===== src/rtl/im_loader_pkg.sv =====
// Shared types and constants for the instruction-memory loader.
// Holds the loader state encoding, store geometry and byte-order rule.
package im_loader_pkg;

    localparam int IM_DEPTH = 16;
    localparam int WORD_W   = 16;
    localparam int ADDR_W   = 4;
    localparam int CNT_W    = 5;

    // First byte of each pair lands in bits 7:0.
    localparam bit BYTE_ORDER_LE = 1'b1;

    typedef enum logic [1:0] {
        IDLE,
        LO,
        HI,
        DONE
    } state_t;

    function automatic logic [WORD_W-1:0] pack_word(input logic [7:0] first_b,
                                                    input logic [7:0] second_b);
        return BYTE_ORDER_LE ? {second_b, first_b} : {first_b, second_b};
    endfunction

endpackage


===== src/rtl/im_loader_if.sv =====
// Byte-stream handshake into the loader: valid/ready with an end-of-program marker.
// The producer holds in_byte/in_last stable until a cycle with in_ready high.
interface im_loader_if;

    logic       in_valid;
    logic [7:0] in_byte;
    logic       in_last;
    logic       in_ready;

    modport master (output in_valid, in_byte, in_last, input in_ready);
    modport slave  (input in_valid, in_byte, in_last, output in_ready);

endinterface


===== src/rtl/im_array.sv =====
// 16x16 instruction store: one posedge write port, combinational read, async clear.
// Write visible on rdata right after the edge; no backpressure.
module im_array
    import im_loader_pkg::*;
(
    input  logic              clk,
    input  logic              reset,
    input  logic              we,
    input  logic [ADDR_W-1:0] waddr,
    input  logic [WORD_W-1:0] wdata,
    input  logic [ADDR_W-1:0] raddr,
    output logic [WORD_W-1:0] rdata
);

    logic [WORD_W-1:0] mem [IM_DEPTH];

    always_ff @(posedge clk or negedge reset) begin
        if (!reset) begin
            for (int i = 0; i < IM_DEPTH; i++) begin
                mem[i] <= '0;
            end
        end else if (we) begin
            mem[waddr] <= wdata;
        end
    end

    assign rdata = mem[raddr];

endmodule


===== src/rtl/im_loader.sv =====
// Packs a byte stream into 16-bit words in the instruction store, holding the core until done.
// One byte/cycle, DONE on the edge of the final byte; in_ready is a Moore output of the state.
module im_loader
    import im_loader_pkg::*;
(
    input  logic              clk,
    input  logic              reset,
    input  logic              load_start,
    im_loader_if.slave        s,
    input  logic [4:0]        pc,
    output logic [WORD_W-1:0] ir,
    output logic              cpu_hold,
    output logic              load_done,
    output logic              load_err,
    output logic [CNT_W-1:0]  word_count
);

    state_t              state;
    state_t              state_nxt;
    logic [7:0]          lo_buf;
    logic                accept;
    logic                start;
    logic                we;
    logic                last_slot;
    logic [WORD_W-1:0]   wdata;
    logic                unused_pc0;

    assign accept     = s.in_valid & s.in_ready;
    assign start      = load_start & ((state == IDLE) || (state == DONE));
    assign last_slot  = (word_count == CNT_W'(IM_DEPTH - 1));
    assign wdata      = pack_word(lo_buf, s.in_byte);
    // pc is a byte address; instructions are word aligned.
    assign unused_pc0 = pc[0];

    always_comb begin
        state_nxt  = state;
        we         = 1'b0;
        s.in_ready = 1'b0;
        cpu_hold   = 1'b1;
        load_done  = 1'b0;
        case (state)
            IDLE: begin
                if (load_start) state_nxt = LO;
            end
            LO: begin
                s.in_ready = 1'b1;
                if (accept) state_nxt = s.in_last ? DONE : HI;
            end
            HI: begin
                s.in_ready = 1'b1;
                if (accept) begin
                    we        = 1'b1;
                    state_nxt = (s.in_last || last_slot) ? DONE : LO;
                end
            end
            DONE: begin
                cpu_hold  = 1'b0;
                load_done = 1'b1;
                if (load_start) state_nxt = LO;
            end
            default: state_nxt = IDLE;
        endcase
    end

    always_ff @(posedge clk or negedge reset) begin
        if (!reset) begin
            state <= IDLE;
        end else begin
            state <= state_nxt;
        end
    end

    always_ff @(posedge clk or negedge reset) begin
        if (!reset) begin
            lo_buf     <= '0;
            word_count <= '0;
            load_err   <= 1'b0;
        end else if (start) begin
            word_count <= '0;
            load_err   <= 1'b0;
        end else if (accept && (state == LO)) begin
            lo_buf <= s.in_byte;
            // A lone low byte at end of program is dropped and flagged.
            if (s.in_last) load_err <= 1'b1;
        end else if (we && (word_count != CNT_W'(IM_DEPTH))) begin
            word_count <= word_count + CNT_W'(1);
        end
    end

    im_array u_array (
        .clk   (clk),
        .reset (reset),
        .we    (we),
        .waddr (word_count[ADDR_W-1:0]),
        .wdata (wdata),
        .raddr (pc[4:1]),
        .rdata (ir)
    );

endmodule


===== src/flat_wrapper.sv =====
// flat-port wrapper written by rule: the top's interface ports become plain ports
module im_loader_flat import im_loader_pkg::*;
  (clk, reset, load_start, pc, ir, cpu_hold, load_done, load_err, word_count, s_in_valid, s_in_byte, s_in_last, s_in_ready);
  im_loader_if s_i ();
  input  logic clk;
  input  logic reset;
  input  logic load_start;
  input  logic [4:0] pc;
  output logic [WORD_W-1:0] ir;
  output logic cpu_hold;
  output logic load_done;
  output logic load_err;
  output logic [CNT_W-1:0] word_count;
  input wire logic [$bits(s_i.in_valid)-1:0] s_in_valid;
  input wire logic [$bits(s_i.in_byte)-1:0] s_in_byte;
  input wire logic [$bits(s_i.in_last)-1:0] s_in_last;
  output wire logic [$bits(s_i.in_ready)-1:0] s_in_ready;
  assign s_i.in_valid = s_in_valid;
  assign s_i.in_byte = s_in_byte;
  assign s_i.in_last = s_in_last;
  assign s_in_ready = s_i.in_ready;
  im_loader u_core (.clk(clk), .reset(reset), .load_start(load_start), .s(s_i), .pc(pc), .ir(ir), .cpu_hold(cpu_hold), .load_done(load_done), .load_err(load_err), .word_count(word_count));
endmodule

===== config.mk =====
export PLATFORM = sky130hd
export DESIGN_NAME = im_loader_flat
export DESIGN_NICKNAME = d
export VERILOG_FILES = /design/src/rtl/im_loader_pkg.sv /design/src/rtl/im_loader_if.sv /design/src/rtl/im_array.sv /design/src/rtl/im_loader.sv /design/src/flat_wrapper.sv
export SDC_FILE = /design/constraint.sdc
export NUM_CORES = 1
export LEC_CHECK = 0
export CORE_ASPECT_RATIO = 1.4
export CORE_MARGIN = 2
export CORE_UTILIZATION = 50
export DETAILED_ROUTE_END_ITERATION = 6
export GPL_TIMING_DRIVEN = 1
export PLACE_DENSITY = 0.72
export SLEW_MARGIN = 40
export SYNTH_ARGS = -nofsm -noshare
export SYNTH_HDL_FRONTEND = slang
export SYNTH_HIERARCHICAL = 1
export SYNTH_SLANG_ARGS = --single-unit

===== constraint.sdc =====
create_clock -name clk -period 5.8 [get_ports clk]
set_clock_uncertainty 0.1 [all_clocks]
set_input_delay 1.16 -clock clk [delete_from_list [all_inputs] [get_ports clk]]
set_output_delay 1.16 -clock clk [all_outputs]
set_load 0.01 [all_outputs]

[Word level (Yosys, flattened, before mapping)]
Index checks and enable logic that the tools add are counted.
Word-level totals
  bits in registers: 272
  bits in latches: 0
  memory bits (writable): 0
  ROM bits: 0
  input port bits: 18
  output and inout bits: 25
  logic and storage cells: 76
  memories: 0
Cells by class
  $add $sub $neg: 1
  $mul: 0
  div/mod/pow operators: 0
  order comparisons: 3
  eq/ne operators: 9
  shift-type cells: 0
  mux-type cells: 23
  bitwise logic cells: 5
  reduce and logical (&&, ||, !) cells: 15
Operators with widths (count)
  $bwmux W256: 1
  $bmux W16 S4: 1
  $demux W16 S4: 1
  $mux W16: 3
  $mux W5: 3
  $ge A5 B5 Y1 const B: 2
  $not A4 Y5: 2
  $mux W1: 9
  $mux W2: 4
  $ne A2 B1 Y1 const B: 4
  $pmux W2 S3: 1
  $reduce_and A2 Y1: 3
  $reduce_bool A2 Y1: 3
  $add A5 B1 Y5 const B: 1
  $eq A5 B4 Y1 const B: 1
  $lt A5 B1 Y1 const B: 1
  $ne A5 B5 Y1 const B: 1
  $eq A2 B2 Y1 const B: 2
  $reduce_or A2 Y1: 2
  $logic_and A1 B1 Y1: 3
  $reduce_and A3 Y1: 1
  $and A1 B1 Y1: 2
  $eq A2 B1 Y1 const B: 1
  $logic_not A2 Y1: 1
  2 further kinds: 3

[Longest topological paths before layout]
  word-level depth: 10
  gate-level depth with buffers: 8
  mapped depth without buffers: 7

[Modules after synthesis]
Netlist, hierarchy kept.
Modules (own cells, without submodules)
  im_array: instances 1, cells each 711, area an instance 11502.3 um2, sequential area each 6406.1 um2
  im_loader: instances 1, cells each 77, area an instance 885.8 um2, sequential area each 400.4 um2

[Worst setup path before layout]
OpenSTA, ideal clock, no wires.
  path kind: input-to-output
  from: in pc[1]
  to: out ir[10]
  arrival time: 2.482 ns
  required time: 4.540 ns
  setup slack: 2.058 ns
  stages: 5
  path through: buf_2 > buf_2 > mux4_2 > a22oi_1 > nand2_1
Between the ends
  cells in the longest elaborated chain, start to end: 4
Ends and longest elaborated chain
  from (decl): line flat_wrapper.sv:8  | input logic [4:0] pc;
  $not A4 Y5 (not written as such): line im_array.sv:27  | assign rdata = mem[raddr];
  $bmux W16 S4: line im_array.sv:27
  $mux W16 (not written as such) (2 in a row): line im_array.sv:27
  to (decl): line flat_wrapper.sv:9  | output logic [WORD_W-1:0] ir;
No other way between the ends. The select of a mux whose other input is x is not followed.

[Worst setup path in the final report]
  from: in pc[1]
  to: out ir[6]
The elaborated chain is that of the path after synthesis.

==> impl_metrics.ini <==
[clock_tree]
ctsHtreeMaxLevel = 1
cts.path.max_buffers = 3
hold_buffers = 0
clk_pin_slew_ps = 60
cts_root_buf = clkbuf_16
cts.sinks = 272
cts_setup_buffers = 0
numCtsBuffers = 25
cts-resized-gates = 0
cts_tree = done
clk_latency_ps = 520

[timing]
hold_viol = 0
fmax_mhz = 217
worst_slew_pin_slew_ps = 710
rsz0062_at_grt = no
slew_headroom_pct = 52.6
drv_slew = 0
min_period_ps = 4610
setup_viol = 0
finalSetupTns_ps = 0
finalCritPeriodShare_pct = 79.4

[critical_path]
cp.required_ps = 4540
arrival_ps = 3350
crit_path_end_kind = output pin
path_max_fanout = 20
r2r_cells = 6
r2r_start = u_core/state[0]$_DFFE_PN0P_
r2r_slack_ps = 3060
crit_path_start_kind = primary input
crit_type = primary input to output pin
timing.rr.end = u_core/u_array/mem[61]$_DFFE_PN0P_

[routing]
routedWlPerCell_um = 24.5
drtIter0Drc = 383
vias = 6972
drt_pass1_iterations = 6
route.met2.wl_um = 14900
dr.max_layer_used = met5
viasPerCell = 6.06
route.met3.wl_um = 1060
routed_wl_um = 28200
ant_nets = 0
wl_met1_um = 11500
drc = 0

[floorplan]
rows = 68
initial_core_util_pct = 50.6
fp.dieW_um = 137
design.core.area_mm2 = 0.0245
die_area_mm2 = 0.0261
die_y_um = 190
io_pins = 43

[logic_synthesis]
ys_ff_latch = 272
synthArstFlopShare_pct = 100
netlist_instances = 788
syn-num-nets = 813
synth_area_mm2 = 0.0124
ys_seq_area_share_pct = 54.9
synth_most_common_cell = dfrtp_1
synth_common_cells = dfrtp_1 (272), mux2_2 (254), mux4_2 (64), a22oi_1 (32), clkbuf_1 (28)
yosys-top-cells-area = dfrtp_1 (55%), mux2_2 (23%), mux4_2 (12%)
yosysTopAreaCell = dfrtp_1
yosysWarnings = 6
synth-edff-count = 0
synth.avg_cell_area_um2 = 15.7
synth.top_cell.area_share_pct = 54.9
yosysUniqueCellTypes = 40
ys.flop_type = dfrtp_1

[min_path]
hold_path.class = flop to flop
min_to = u_core/u_array/mem[92]$_DFFE_PN0P_
min_from = u_core/u_array/mem[92]$_DFFE_PN0P_
holdPathStages = 1

[place]
dp_hpwl_um = 17200
portBuffers = 41
place.gp.congestion = 0.739
placed_cells = 1107
placed_area_mm2 = 0.0131

[power]
pwr_density_cell_mw_per_mm2 = 336
peakVddDrop_mv = 0.295
p_leak_nw = 6.65
p_total_mw = 4.69

[finish]
nFillCells = 1905
area_delta_synth_final_pct = 12.6
design_area_mm2 = 0.0140
drive_above_1_share_pct = 49.2
antenna_cells = 0
fin_cells = 1150
post-route-util_pct = 56.9
finalNetCount = 844

[run_status]
status = finished clean

[global_routing]
grtUsageTotal_pct = 22.5
grt_max_degree = 138
grt_first_pass_wirelength_um = 44100
antenna_found_initial = 1
grt_pass1_vias = 7677
grt_overflow = 0

[job]
cap_violations = 0
==> state kept, by name, summed over array words and instances, names as in the netlist <==
register            count
u_core/word_count       5
u_core/state            2
u_core/lo_buf           8
u_core/load_err         1
u_core/u_array/mem    256
==> per-layer routing <==
layer	vias up	global-route usage, %
met4	2	5.91
met1	3792	29.8
li1	2982	-
met2	146	39.1
met3	50	2.92
met5	-	0
==> metrics by stage <==
stage,hold slack (ps),worst slack (ps)
3_3_place_gp,369,1170
4_1_cts,403,1150
6_report,403,1190
5_1_grt,407,1060
3_5_place_dp,385,1150
2_1_floorplan,359,2060
==> cells in the final DEF (no fill, tap or decap), types with 2 or more instances in the layout <==
| master | synthesis | final |
|---|---|---|
| and2_1 | 3 | 3 |
| clkdlybuf4s50_1 | 0 | 38 |
| mux2_2 | 254 | 254 |
| nand2_1 | 23 | 22 |
| bufinv_16 | 0 | 2 |
| nor2_1 | 6 | 5 |
| or3_2 | 0 | 2 |
| buf_12 | 0 | 3 |
| clkbuf_1 | 28 | 4 |
| mux2_4 | 7 | 7 |
| nand2b_1 | 3 | 3 |
| nor2b_2 | 0 | 2 |
| clkbuf_8 | 0 | 7 |
| and3_1 | 3 | 2 |
| o21ai_0 | 6 | 6 |
| clkinv_2 | 0 | 4 |
| nand3b_1 | 4 | 4 |
| nor2_2 | 8 | 9 |
| dfrtp_1 | 272 | 272 |
| o31ai_2 | 2 | 2 |
| mux4_2 | 64 | 64 |
| ha_1 | 7 | 7 |
| buf_4 | 1 | 19 |
| mux2_1 | 3 | 3 |
| a22oi_1 | 32 | 32 |
| a21oi_1 | 2 | 2 |
| inv_1 | 8 | 8 |
| clkbuf_16 | 0 | 25 |
| o21ai_1 | 3 | 3 |
==> worst max-delay path by stage <==
stage                  end  startpoint  cells past startpoint
CTS                  ir[6]       pc[1]                      6
floorplan           ir[10]       pc[1]                      5
global placement     ir[6]       pc[1]                      6
detailed placement   ir[6]       pc[1]                      6
global route        ir[11]       pc[1]                      6
finish               ir[6]       pc[1]                      6
==> final cells by class <==
type	count	area, um2	area share [%]
Clock buffer	36	737	5.28
Clock inverter	7	88.8	0.637
Inverter	8	30.0	0.215
Multi-Input combinational cell	448	5260	37.7
Sequential cell	272	6810	48.8
Tap cell	315	394	2.82
Timing Repair Buffer	64	642	4.60
==> power breakdown <==
part,switching (mW),leakage (nW),internal [mW]
clock,0.681,0.412,0.967
sequential,0.223,3.73,2.09
combinational,0.321,2.51,0.405
total,1.22,6.65,3.46
==> cells by family (layout without fill, tap and decap cells) <==
group / count (synthesis) / after routing / synth area share [%]
buf+inv: 68 / 115 / 2.75
mux: 328 / 328 / 35.8
compound gates: 50 / 50 / 2.94
flops: 272 / 272 / 54.9
simple gates: 63 / 63 / 2.82
fa+ha+maj: 7 / 7 / 0.707
==> critical path: stages <==
cell	delay (ps)
buf_4	370
buf_4	360
mux4_2	570
a22oi_1	200
nand2_1	150
clkdlybuf4s50_1	520
Note: power is estimated with default switching activity, not from simulation.
